**src/rtl/dzcpu_uop_sequencer.sv**
```systemverilog
// dzcpu micro-op sequencer: latches opcodes, walks the micro-op ROM through
// the selected flow and emits per-uop PC/flag/retire/interrupt strobes.
//
// Ports:
//   iClock, iReset          clock, asynchronous active-high reset
//   iMemData                opcode / CB byte at the current PC
//   iStall                  freezes the sequencer, gates all strobes
//   iZFlag                  Z flag for conditional end-of-flow uops
//   iIntPending, iIme       pending enabled interrupt, master enable
//   oMop                    latched opcode driven to main and CB LUTs
//   iFlowIdx, iCbFlowIdx    main / CB LUT flow start addresses
//   oRomAddr, iUop          micro-op ROM address and returned word
//   oUop, oUopValid         executing uop (zero when not valid)
//   oPcInc, oFlagUpdate     datapath strobes
//   oEof, oIntAck           instruction retire, interrupt taken
//   oFault                  sticky runaway-flow flag
module dzcpu_uop_sequencer #(
    parameter logic [7:0] INT_FLOW_IDX = 8'd202,
    parameter logic [4:0] JCB_OP       = 5'd1,
    parameter int         MAX_FLOW_LEN = 32
) (
    input  logic        iClock,
    input  logic        iReset,
    input  logic [7:0]  iMemData,
    input  logic        iStall,
    input  logic        iZFlag,
    input  logic        iIntPending,
    input  logic        iIme,
    output logic [7:0]  oMop,
    input  logic [7:0]  iFlowIdx,
    input  logic [7:0]  iCbFlowIdx,
    output logic [7:0]  oRomAddr,
    input  logic [12:0] iUop,
    output logic [12:0] oUop,
    output logic        oUopValid,
    output logic        oPcInc,
    output logic        oFlagUpdate,
    output logic        oEof,
    output logic        oIntAck,
    output logic        oFault
);

    typedef enum logic [1:0] {
        FETCH,
        DECODE,
        CBDECODE,
        EXEC
    } state_t;

    localparam logic [7:0] LAST_CNT = 8'(MAX_FLOW_LEN - 1);

    state_t     state_q, state_nx;
    logic [7:0] mop_q, mop_nx;
    logic [7:0] addr_q, addr_nx;
    logic [7:0] cnt_q, cnt_nx;
    logic       fault_q, fault_nx;

    logic [3:0] nxt;
    logic [4:0] op;
    logic       dec_inc;
    logic       dec_fu;
    logic       dec_end;

    assign nxt = iUop[12:9];
    assign op  = iUop[8:4];

    // Next-field decode; codes 9..15 behave as a plain OP.
    always_comb begin
        dec_inc = 1'b0;
        dec_fu  = 1'b0;
        dec_end = 1'b0;
        case (nxt)
            4'd1: dec_inc = 1'b1;
            4'd2: dec_end = 1'b1;
            4'd3: begin
                dec_inc = 1'b1;
                dec_end = 1'b1;
            end
            4'd4: begin
                dec_fu  = 1'b1;
                dec_end = 1'b1;
            end
            4'd5: begin
                dec_inc = 1'b1;
                dec_fu  = 1'b1;
                dec_end = 1'b1;
            end
            4'd6: begin
                dec_inc = 1'b1;
                dec_end = iZFlag;
            end
            4'd7: begin
                dec_inc = 1'b1;
                dec_end = ~iZFlag;
            end
            4'd8: dec_fu = 1'b1;
            default: ;
        endcase
    end

    always_comb begin
        state_nx    = state_q;
        mop_nx      = mop_q;
        addr_nx     = addr_q;
        cnt_nx      = cnt_q;
        fault_nx    = fault_q;
        oUopValid   = 1'b0;
        oPcInc      = 1'b0;
        oFlagUpdate = 1'b0;
        oEof        = 1'b0;
        oIntAck     = 1'b0;
        if (!iStall) begin
            unique case (state_q)
                FETCH: begin
                    // Interrupts are only taken between instructions.
                    if (iIntPending && iIme) begin
                        oIntAck  = 1'b1;
                        addr_nx  = INT_FLOW_IDX;
                        cnt_nx   = '0;
                        state_nx = EXEC;
                    end else begin
                        mop_nx   = iMemData;
                        state_nx = DECODE;
                    end
                end
                DECODE: begin
                    addr_nx  = iFlowIdx;
                    cnt_nx   = '0;
                    state_nx = EXEC;
                end
                CBDECODE: begin
                    addr_nx  = iCbFlowIdx;
                    cnt_nx   = '0;
                    state_nx = EXEC;
                end
                EXEC: begin
                    oUopValid   = 1'b1;
                    oPcInc      = dec_inc;
                    oFlagUpdate = dec_fu;
                    if (dec_end) begin
                        oEof     = 1'b1;
                        state_nx = FETCH;
                    end else if (cnt_q == LAST_CNT) begin
                        // Runaway flow: abandon it without retiring.
                        fault_nx = 1'b1;
                        state_nx = FETCH;
                    end else begin
                        addr_nx = addr_q + 8'd1;
                        cnt_nx  = cnt_q + 8'd1;
                        if (op == JCB_OP) begin
                            mop_nx   = iMemData;
                            state_nx = CBDECODE;
                        end
                    end
                end
            endcase
        end
    end

    always_ff @(posedge iClock or posedge iReset) begin
        if (iReset) begin
            state_q <= FETCH;
            mop_q   <= '0;
            addr_q  <= '0;
            cnt_q   <= '0;
            fault_q <= 1'b0;
        end else begin
            state_q <= state_nx;
            mop_q   <= mop_nx;
            addr_q  <= addr_nx;
            cnt_q   <= cnt_nx;
            fault_q <= fault_nx;
        end
    end

    assign oMop     = mop_q;
    assign oRomAddr = addr_q;
    assign oFault   = fault_q;
    assign oUop     = oUopValid ? iUop : 13'd0;

endmodule

```
**config.mk**
```make
export PLATFORM = sky130hd
export DESIGN_NAME = dzcpu_uop_sequencer
export DESIGN_NICKNAME = d
export VERILOG_FILES = /design/src/rtl/dzcpu_uop_sequencer.sv
export SDC_FILE = /design/constraint.sdc
export NUM_CORES = 1
export LEC_CHECK = 0
export CAP_MARGIN = 40
export CELL_PAD_IN_SITES_DETAIL_PLACEMENT = 2
export CELL_PAD_IN_SITES_GLOBAL_PLACEMENT = 2
export CORE_MARGIN = 4
export CORE_UTILIZATION = 25
export CTS_CLUSTER_DIAMETER = 50
export DETAILED_ROUTE_END_ITERATION = 8
export HOLD_SLACK_MARGIN = 0.08
export PLACE_DENSITY = 0.83
export REMOVE_ABC_BUFFERS = 1
export SLEW_MARGIN = 20
export SYNTH_ARGS = -nofsm -noshare
export SYNTH_HDL_FRONTEND = slang
export SYNTH_SLANG_ARGS = --single-unit
```
**constraint.sdc**
```tcl
create_clock -name iClock -period 4.02 [get_ports iClock]
set_input_delay 0.402 -clock iClock [delete_from_list [all_inputs] [get_ports iClock]]
set_output_delay 0.402 -clock iClock [all_outputs]
set_load 0.03 [all_outputs]
```
==> key figures, run 1 <==
Outcome
  – Outcome: complete, no violations

Placed design
  – Post-DP Area: 2546 um2
  – Placer Congestion: 0.7291
  – I/O Buffers: 77
  – HPWL Detailed: 4.727 mm

Yosys
  – Post-synth top area share: 39.39%
  – Seq/Total Area, Yosys: 39.39%
  – Asr flop ratio synth: 100.0%
  – Count leader, synth: dfrtp_1
  – Post-synth top cells: 27 x dfrtp_1, 15 x inv_1, 13 x a21oi_1, 13 x and2_1
  – Area contributors post-synth: dfrtp_1 39%, mux2_2 5.3%, ha_1 5.1%
  – Synth Area per Inst: 9.477 um2
  – Post-synth EDFFs: 0
  – Synth Cell Area: 1715 um2
  – Unique masters post-synth: 44
  – Syn Inst Count: 181
  – YS warnings: 0
  – Yosys reg bits: 27
  – Area leader, netlist: dfrtp_1
  – Top FF cell, synth: dfrtp_1

CTS
  – CTS buffer count: 3
  – Root Driver: clkbuf_8
  – Resized cells post-CTS: 0
  – CTS tree: done
  – Post-CTS Hold Fix Bufs: 0
  – Postcts setup bufs: 0
  – Clk Latency, worst-skew pair: 290 ps
  – Clock transition at path regs: 110 ps
  – Deepest clock path buffer count: 2
  – H-tree Lvls: 1
  – Clock Sinks: 27

STA
  – Worst slew margin: 58.06%
  – Post-route clock period utilization: 76.87%
  – Final Slew Violations: 0
  – Slew @ Worst Pin: 624.4 ps
  – Post-route minimum period: 3090 ps
  – Fmax: 323.6 MHz
  – Final Hold Viols: 0
  – Setup violators final: 0
  – Skew final: 8.495 ps
  – Post-route setup TNS: 0 ps
  – RSZ-0062 raised after global routing: false

GRT
  – First-pass GRT wire length: 9.798 mm
  – Largest net degree at the start of global routing: 28
  – Total Routing Usage GR: 14.63%
  – Total gr overflow: 0
  – Vias in the first global route: 1,859
  – Initial antenna violation count: 0

Floorplanning
  – Die width: 90.84 um
  – Initial Util: 26.41%
  – Std cell rows: 29
  – CORE AREA: 6495 um2
  – I/O pins: 78
  – Die Y: 90.84 um
  – Full die area: 8251 um2

Job
  – # Max-Cap Violations: 0

Route
  – Drt total wl: 5.975 mm
  – Routed len/inst: 18.00 um
  – DRT iter0 DRCs: 89
  – ANT nets after route: 0
  – Initial DRT Pass Iterations: 4
  – DRC: 0
  – Total number of vias: 1,718
  – Via/cell ratio: 5.175

Cells and area
  – Final instance area: 2596 um2
  – Area Overhead vs Synth: 51.35%
  – Fill cells: 744
  – Nets: 306
  – Ant diodes: 0
  – Layout cells sized above 1: 8.235%

Worst setup path
  – Critical Path AT: 2690 ps
  – Crit. End Element: output port
  – Crit path kind: reg2out
  – Register-to-register setup slack: 1570 ps
  – Setup crit start kind: register
  – Worst Path Required: 3620 ps
  – Worst Path Max Fanout: 15

Power and ir drop
  – VDD IR max: 317.4 uV
  – Power density over the cells: 636.2 nW/um2
  – Leakage power: 1.037 nW

Worst hold path
  – Hold Crit Class: in2async
-- cells in the final DEF (no fill, tap or decap), types with 4 or more instances in the layout --
| cell | n |
|---|---|
| clkdlybuf4s50_1 | 77 |
| dfrtp_1 | 27 |
| inv_1 | 14 |
| a21oi_1 | 13 |
| and2_1 | 13 |
| nand2_1 | 8 |
| nor2_1 | 8 |
| mux2_2 | 8 |
| a31oi_1 | 7 |
| o21ai_0 | 7 |
| ha_1 | 7 |
| nor3_1 | 6 |
| or3_1 | 6 |
| nand3_1 | 6 |
| o22ai_1 | 4 |
-- critical path, stage by stage (launching register included) --
cell,delay (ps)
dfrtp_1,440
ha_1,550
nand2b_1,250
inv_1,320
and2_1,180
clkdlybuf4s50_1,660
-- through the flow --
stage	cells	util, %	hold slack [ps]	total power, mW	setup WS [ps]
2_1_floorplan	174	-	454.7	1.074	1956
3_3_place_gp	328	39.20	488.5	1.451	1145
3_5_place_dp	328	39.20	490.2	1.490	1049
4_1_cts	332	39.97	516.5	1.673	867.4
5_1_grt	332	39.97	534.9	1.778	648.2
6_report	332	39.97	499.5	1.652	929.9
-- layer usage --
layer | track usage (%) | up-vias | part of all wire (%)
met3 | 3.250 | 5 | 5.7
met2 | 25.82 | 63 | 48
li1 | - | 812 | -
met5 | 0 | - | 0
met4 | 2.261 | 0 | 0.60
met1 | 18.55 | 838 | 46
-- worst paths after layout --
kind | from | to | cells after the start
setup / recovery | state_q[0] | oUop[5] | 5
hold / removal | iReset | oRomAddr[0] | 2
setup reg to reg | state_q[0] | cnt_q[7] | 7
hold reg to reg | oFault | oFault | 1
max in group asynchronous | iReset | cnt_q[3] | 2
min in group iClock | oFault | oFault | 1
-- layout make-up --
type	instances	area, um2	area share, %
timing repair buffer	77	770.7	29.69
clock inverter	1	8.758	0.3373
sequential	27	675.6	26.02
tap	77	96.34	3.711
multi-input combinational	132	947.2	36.48
clock buffer	3	41.29	1.590
inverter	15	56.30	2.169
-- kinds of logic after synthesis --
| family | Yosys count | synth area share (%) |
|---|---|---|
| simple gates | 60 | 20.21 |
| compound gates | 54 | 23.05 |
| flops | 27 | 39.39 |
| buf+inv | 22 | 5.397 |
| mux | 9 | 5.835 |
| fa+ha+maj | 7 | 5.106 |
| xor+xnor | 2 | 1.021 |
-- where the power goes --
part | leakage [nW] | total, mW | internal, mW | switching [mW]
sequential | 0.339 | 0.460 | 0.367 | 0.0926
combinational | 0.672 | 1.02 | 0.433 | 0.584
clock | 0.0261 | 0.175 | 0.0731 | 0.101
-- state kept, by name, indices dropped and copies added, names as in the netlist --
| name | flops |
|---|---|
| state_q | 2 |
| cnt_q | 8 |
| oMop | 8 |
| oFault | 1 |
| oRomAddr | 8 |
No activity file was read; power rests on OpenSTA's default activity.
==> run 2: changes to the inputs <==
--- a/config.mk
+++ b/config.mk
@@ -9,11 +9,11 @@
 export CELL_PAD_IN_SITES_DETAIL_PLACEMENT = 2
 export CELL_PAD_IN_SITES_GLOBAL_PLACEMENT = 2
 export CORE_MARGIN = 4
-export CORE_UTILIZATION = 25
+export CORE_UTILIZATION = 23
 export CTS_CLUSTER_DIAMETER = 50
 export DETAILED_ROUTE_END_ITERATION = 8
 export HOLD_SLACK_MARGIN = 0.08
-export PLACE_DENSITY = 0.83
+export PLACE_DENSITY = 0.77
 export REMOVE_ABC_BUFFERS = 1
 export SLEW_MARGIN = 20
 export SYNTH_ARGS = -nofsm -noshare
==> constraint.sdc (replaced) <==
create_clock -name iClock -period 3.2 [get_ports iClock]
set_input_delay 0.32 -clock iClock [delete_from_list [all_inputs] [get_ports iClock]]
set_output_delay 0.32 -clock iClock [all_outputs]
set_load 0.03 [all_outputs]
==> key figures, run 2 (synthesized netlist as in run 1, its figures left out) <==
Floorplanning
  – Die Y: 94.36 um (was 90.84 um)
  – Initial Util: 23.65% (was 26.41%)
  – I/O pins: 78 (unchanged)
  – CORE AREA: 7253 um2 (was 6495 um2)
  – Std cell rows: 31 (was 29)
  – Full die area: 8904 um2 (was 8251 um2)
  – Die width: 94.36 um (was 90.84 um)

STA
  – Post-route setup TNS: 0 ps (unchanged)
  – Worst slew margin: 60.44% (was 58.06%)
  – WHS: 387.1 ps (was 499.5 ps)
  – Post-route clock period utilization: 80.55%
  – Slew @ Worst Pin: 590.2 ps (was 624.4 ps)
  – Fmax: 388.0 MHz
  – RSZ-0062 raised after global routing: false (unchanged)
  – Skew final: 14.92 ps (was 8.495 ps)
  – Final Slew Violations: 0 (unchanged)
  – Post-route minimum period: 2578 ps
  – Setup violators final: 0 (unchanged)
  – Final Hold Viols: 0 (unchanged)

CTS
  – Clock transition at path regs: 110 ps (about the same)
  – Postcts setup bufs: 0 (unchanged)
  – Post-CTS Hold Fix Bufs: 0 (unchanged)
  – H-tree Lvls: 1 (unchanged)
  – Root Driver: clkbuf_8 (unchanged)
  – Resized cells post-CTS: 0 (unchanged)
  – CTS buffer count: 3 (unchanged)
  – CTS tree: done (unchanged)
  – Clock Sinks: 27 (unchanged)
  – Clk Latency, worst-skew pair: 290 ps (about the same)
  – Deepest clock path buffer count: 2 (unchanged)

Route
  – Initial DRT Pass Iterations: 4 (unchanged)
  – DRC: 0 (unchanged)
  – Via/cell ratio: 4.908 (was 5.175)
  – Total number of vias: 1,752 (was 1,718)
  – Routed len/inst: 16.40 um (was 18.00 um)
  – ANT nets after route: 0 (unchanged)
  – DRT iter0 DRCs: 46 (was 89)
  – Drt total wl: 5.856 mm (was 5.975 mm)

Worst setup path
  – Setup crit start kind: register (unchanged)
  – Critical Path AT: 2260 ps (was 2690 ps)
  – Crit. End Element: output port (unchanged)
  – Worst Path Max Fanout: 15 (unchanged)
  – Crit path kind: reg2out (unchanged)
  – Worst Path Required: 2880 ps (was 3620 ps)

GRT
  – Vias in the first global route: 1,888 (was 1,859)
  – Largest net degree at the start of global routing: 28 (unchanged)
  – Initial antenna violation count: 0 (unchanged)
  – Total Routing Usage GR: 13.20% (was 14.63%)
  – First-pass GRT wire length: 9.446 mm (was 9.798 mm)
  – Total gr overflow: 0 (unchanged)

Worst hold path
  – Hold Crit Class: in2async (unchanged)

Outcome
  – Outcome: complete, no violations (unchanged)

Cells and area
  – Commonest non-fill, non-tap cell in the layout: clkdlybuf4s50_1 (unchanged)
  – Area Overhead vs Synth: 54.19% (was 51.35%)
  – Fill cells: 824 (was 744)
  – Nets: 309 (was 306)
  – Area of the multi-input gates: 947.2 um2 (unchanged)
  – Layout cells sized above 1: 8.915% (was 8.235%)
  – Reg area: 675.6 um2 (unchanged)
  – Final core utilization: 36.47% (was 39.97%)
  – Most frequent cells in the layout: 77 x clkdlybuf4s50_1, 27 x dfrtp_1, 15 x inv_1, 13 x a21oi_1, 13 x and2_1 (was 77 x clkdlybuf4s50_1, 27 x dfrtp_1, 14 x inv_1, 13 x a21oi_1, 13 x and2_1)
  – Ant diodes: 0 (unchanged)

Placed design
  – Placer Congestion: 0.7553 (was 0.7291)
  – HPWL Detailed: 4.753 mm (was 4.727 mm)
  – I/O Buffers: 77 (unchanged)

Power and ir drop
  – Leakage power: 1.048 nW (was 1.037 nW)
  – Power density over the cells: 779.0 nW/um2 (was 636.2 nW/um2)
  – VDD IR max: 286.3 uV (was 317.4 uV)

Job
  – # Max-Cap Violations: 0 (unchanged)
==> run 2: cell count changes in the layout (fill, tap and decap cells not counted) <==
cell,delta
buf_4,+3
clkinvlp_4,+1
inv_1,+1
inv_2,-1
inv_6,-1
==> run 2: metal layers <==
metal  vias to the layer above  GRT usage [%]  wire, um
li1                        817              -         -
met1                       868          16.74      2607
met2                        62          22.93      2798
met3                         5          2.709       393
met4                         0          3.249        57
met5                         -              0         0
==> run 2: worst paths after layout <==
| path | from | end | slack (ps) | cells past startpoint |
|---|---|---|---|---|
| max | state_q[0] | oUop[8] | 620 | 5 |
| min | iReset | oRomAddr[3] | 390 | 3 |
| max reg2reg | state_q[0] | cnt_q[7] | 790 | 7 |
| min reg2reg | oFault | oFault | 470 | 1 |
| max in group asynchronous | iReset | oMop[1] | 2530 | 3 |
| min in group iClock | oFault | oFault | 470 | 1 |
==> run 2: cell type report <==
| class | count | area share (%) |
|---|---|---|
| Sequential cell | 27 | 25.54 |
| Clock inverter | 1 | 0.2838 |
| Inverter | 15 | 2.129 |
| Timing Repair Buffer | 80 | 29.99 |
| Multi-Input combinational cell | 132 | 35.81 |
| Clock buffer | 3 | 1.561 |
| Tap cell | 99 | 4.683 |
==> run 2: where the power goes <==
part | total [mW] | switching (mW) | internal [mW]
Clock | 0.211 | 0.123 | 0.0889
Sequential | 0.576 | 0.115 | 0.462
Combinational | 1.27 | 0.721 | 0.552
Total | 2.06 | 0.958 | 1.10
==> run 2: worst max-delay path, cell delays in order, from the launching register on <==
cell and delay (ps):
dfrtp_1 430, ha_1 230, nand2b_1 150, inv_1 300
and2_1 190, clkdlybuf4s50_1 680
==> run 2: through the flow <==
stage | power [mW] | area [um2] | std cells | worst slack [ps]
finish | 2.060 | 2645 | 357 | 622.5
global route | 2.221 | 2645 | 357 | 413.9
CTS | 2.092 | 2645 | 357 | 571.4
detailed placement | 1.869 | 2596 | 353 | 698.0
global placement | 1.843 | 2596 | 353 | 728.0
floorplan | 1.349 | 1679 | 174 | 1158
==> run 3: changes to the inputs <==
==> constraint.sdc (replaced) <==
create_clock -name iClock -period 2.4 [get_ports iClock]
set_input_delay 0.24 -clock iClock [delete_from_list [all_inputs] [get_ports iClock]]
set_output_delay 0.24 -clock iClock [all_outputs]
set_load 0.03 [all_outputs]
==> key figures, run 3 (synthesized netlist as in run 1, its figures left out) <==
Outcome
  – Outcome: complete, no violations (unchanged)

Cells and area
  – Most frequent cells in the layout: 59 x clkdlybuf4s50_1, 26 x dfrtp_1, 25 x buf_4, 14 x inv_1 (was 77 x clkdlybuf4s50_1, 27 x dfrtp_1, 15 x inv_1, 13 x a21oi_1, 13 x and2_1)
  – Ant diodes: 0 (unchanged)
  – Area Overhead vs Synth: 55.87% (was 54.19%)
  – Commonest non-fill, non-tap cell in the layout: clkdlybuf4s50_1 (unchanged)
  – Nets: 317 (was 309)
  – Layout cells sized above 1: 17.29% (was 8.915%)

GRT
  – Total gr overflow: 0 (unchanged)
  – Largest net degree at the start of global routing: 28 (unchanged)
  – Initial antenna violation count: 0 (unchanged)
  – Total Routing Usage GR: 13.99% (was 13.20%)
  – Vias in the first global route: 1,888 (unchanged)
  – First-pass GRT wire length: 9.839 mm (was 9.446 mm)

Power and ir drop
  – Power density over the cells: 1054 nW/um2 (was 779.0 nW/um2)
  – Leakage power: 1.149 nW (was 1.048 nW)
  – Clk network pwr share: 9.5% (was 10.3%)
  – Net Sw Frac: 46.29% (was 46.49%)
  – Comb pwr share: 63.1% (was 61.8%)
  – VDD IR max: 467.8 uV (was 286.3 uV)
  – Net Sw Power: 1.305 mW (was 0.9578 mW)
  – Design Power: 2.819 mW (was 2.060 mW)
  – Seq pwr share: 27.3% (was 28.0%)
  – Internal power: 1.514 mW (was 1.103 mW)

STA
  – Post-route setup TNS: 0 ps (unchanged)
  – Post-route clock period utilization: 92.73%
  – Post-route minimum period: 2225 ps
  – Setup violators final: 0 (unchanged)
  – Worst slew margin: 64.33% (was 60.44%)
  – Fmax: 449.4 MHz
  – Final Hold Viols: 0 (unchanged)
  – Skew final: 8.086 ps (was 14.92 ps)
  – Slew @ Worst Pin: 531.0 ps (was 590.2 ps)
  – Setup ws final: 174.6 ps (was 622.5 ps)
  – RSZ-0062 raised after global routing: false (unchanged)
  – Final Slew Violations: 0 (unchanged)

CTS
  – CTS tree: done (unchanged)
  – Clock transition at path regs: 100 ps (was 110 ps)
  – CTS buffer count: 3 (unchanged)
  – Root Driver: clkbuf_8 (unchanged)
  – H-tree Lvls: 1 (unchanged)
  – Post-CTS Hold Fix Bufs: 0 (unchanged)
  – Deepest clock path buffer count: 2 (unchanged)
  – Clk Latency, worst-skew pair: 280 ps (was 290 ps)
  – Clock Sinks: 27 (unchanged)

Floorplanning
  – Die width: 94.36 um (unchanged)
  – Die Y: 94.36 um (unchanged)
  – I/O pins: 78 (unchanged)
  – Std cell rows: 31 (unchanged)
  – Initial Util: 23.65% (unchanged)
  – Full die area: 8904 um2 (unchanged)
  – CORE AREA: 7253 um2 (unchanged)

Route
  – Total number of vias: 1,764 (was 1,752)
  – DRT iter0 DRCs: 39 (was 46)
  – Initial DRT Pass Iterations: 4 (unchanged)
  – Via/cell ratio: 4.833 (was 4.908)
  – ANT nets after route: 0 (unchanged)
  – Routed wl met2: 3.098 mm (was 2.798 mm)
  – Metal-1 WL: 2.710 mm (was 2.607 mm)
  – Routed wl met3: 388 um (was 393 um)
  – Routed len/inst: 17.07 um (was 16.40 um)
  – DRC: 0 (unchanged)
  – Max Used Layer: met4 (unchanged)
  – Drt total wl: 6.229 mm (was 5.856 mm)

Worst hold path
  – Hold Crit Class: in2async (unchanged)

Worst setup path
  – Crit path kind: reg2out (unchanged)
  – Worst Path Max Fanout: 15 (unchanged)
  – Worst Path Required: 2160 ps (was 2880 ps)
  – Critical Path AT: 1990 ps (was 2260 ps)
  – Crit. End Element: output port (unchanged)
  – Setup crit start kind: register (unchanged)

Placed design
  – HPWL Detailed: 5.088 mm (was 4.753 mm)
  – Placer Congestion: 0.7863 (was 0.7553)
  – I/O Buffers: 77 (unchanged)
  – Placement Setup Slack: 169.3 ps (was 698.0 ps)

Job
  – # Max-Cap Violations: 0 (unchanged)
==> run 3: cell count changes in the layout (fill, tap and decap cells not counted), sizes merged <==
cell / before / now
buf: 3 / 25
clkdlybuf4s50: 77 / 59
dlygate4sd2: 0 / 2
inv: 15 / 14
dlymetal6s2s: 0 / 2
clkbuf: 3 / 4
==> run 3: area by class of cell <==
| class | instances | area (um2) |
|---|---|---|
| fillers | 827 | 4579 |
| multi-input cells | 132 | 947.2 |
| repair buffers | 88 | 820.8 |
| flip-flops and latches | 27 | 676.9 |
| well taps | 99 | 123.9 |
| inverters | 15 | 60.06 |
| clock buffers | 4 | 45.04 |
==> run 3: metal layers <==
layer / vias up / global-route usage, %
met4: 0 / 2.527
li1: 830 / -
met1: 873 / 17.98
met3: 4 / 3.028
met2: 57 / 24.35
met5: - / 0
==> run 3: metrics by stage <==
stage | cell area, um2 | cells | util (%) | hold slack (ps)
after global placement | 2606 | 359 | 35.93 | 449.9
after floorplan | 1679 | 174 | - | 292.7
after global routing | 2674 | 365 | 36.86 | 365.6
after CTS | 2649 | 363 | 36.52 | 346.5
after detailed placement | 2606 | 359 | 35.93 | 480.5
final | 2674 | 365 | 36.86 | 330.1
==> run 3: power groups by stage <==
stage / Sequential, mW / Clock, mW / Combinational [mW]
after floorplan: 0.989 / 0 / 0.809
after global placement: 0.765 / 0 / 1.73
after detailed placement: 0.781 / 0 / 1.79
after CTS: 0.774 / 0.279 / 1.80
after global routing: 0.801 / 0.296 / 1.94
final: 0.771 / 0.268 / 1.78
==> run 3: critical path, cell delays in order, from the launching register on <==
cell and delay, ps:
dfrtp_2 450, ha_1 300, nand2b_1 260, clkinvlp_4 280
and2_1 240, buf_4 170
==> run 3: repair_timing <==
item	in CTS	in global routing
setup endpoints to repair	2	4
setup buffers	0	2
pin swaps	0	0
gates resized for setup	2	4
cloned	0	0
==> run 3: worst paths after layout <==
check                      slack [ps]        from  cells past startpoint    endpoint
min                               330      iReset                      3     oMop[4]
max reg2reg                       180  state_q[1]                      8    cnt_q[3]
max in group asynchronous        1790      iReset                      3  state_q[0]
max                               170  state_q[0]                      5    oUop[10]
min reg2reg                       500      oFault                      1      oFault
min in group iClock               500      oFault                      1      oFault
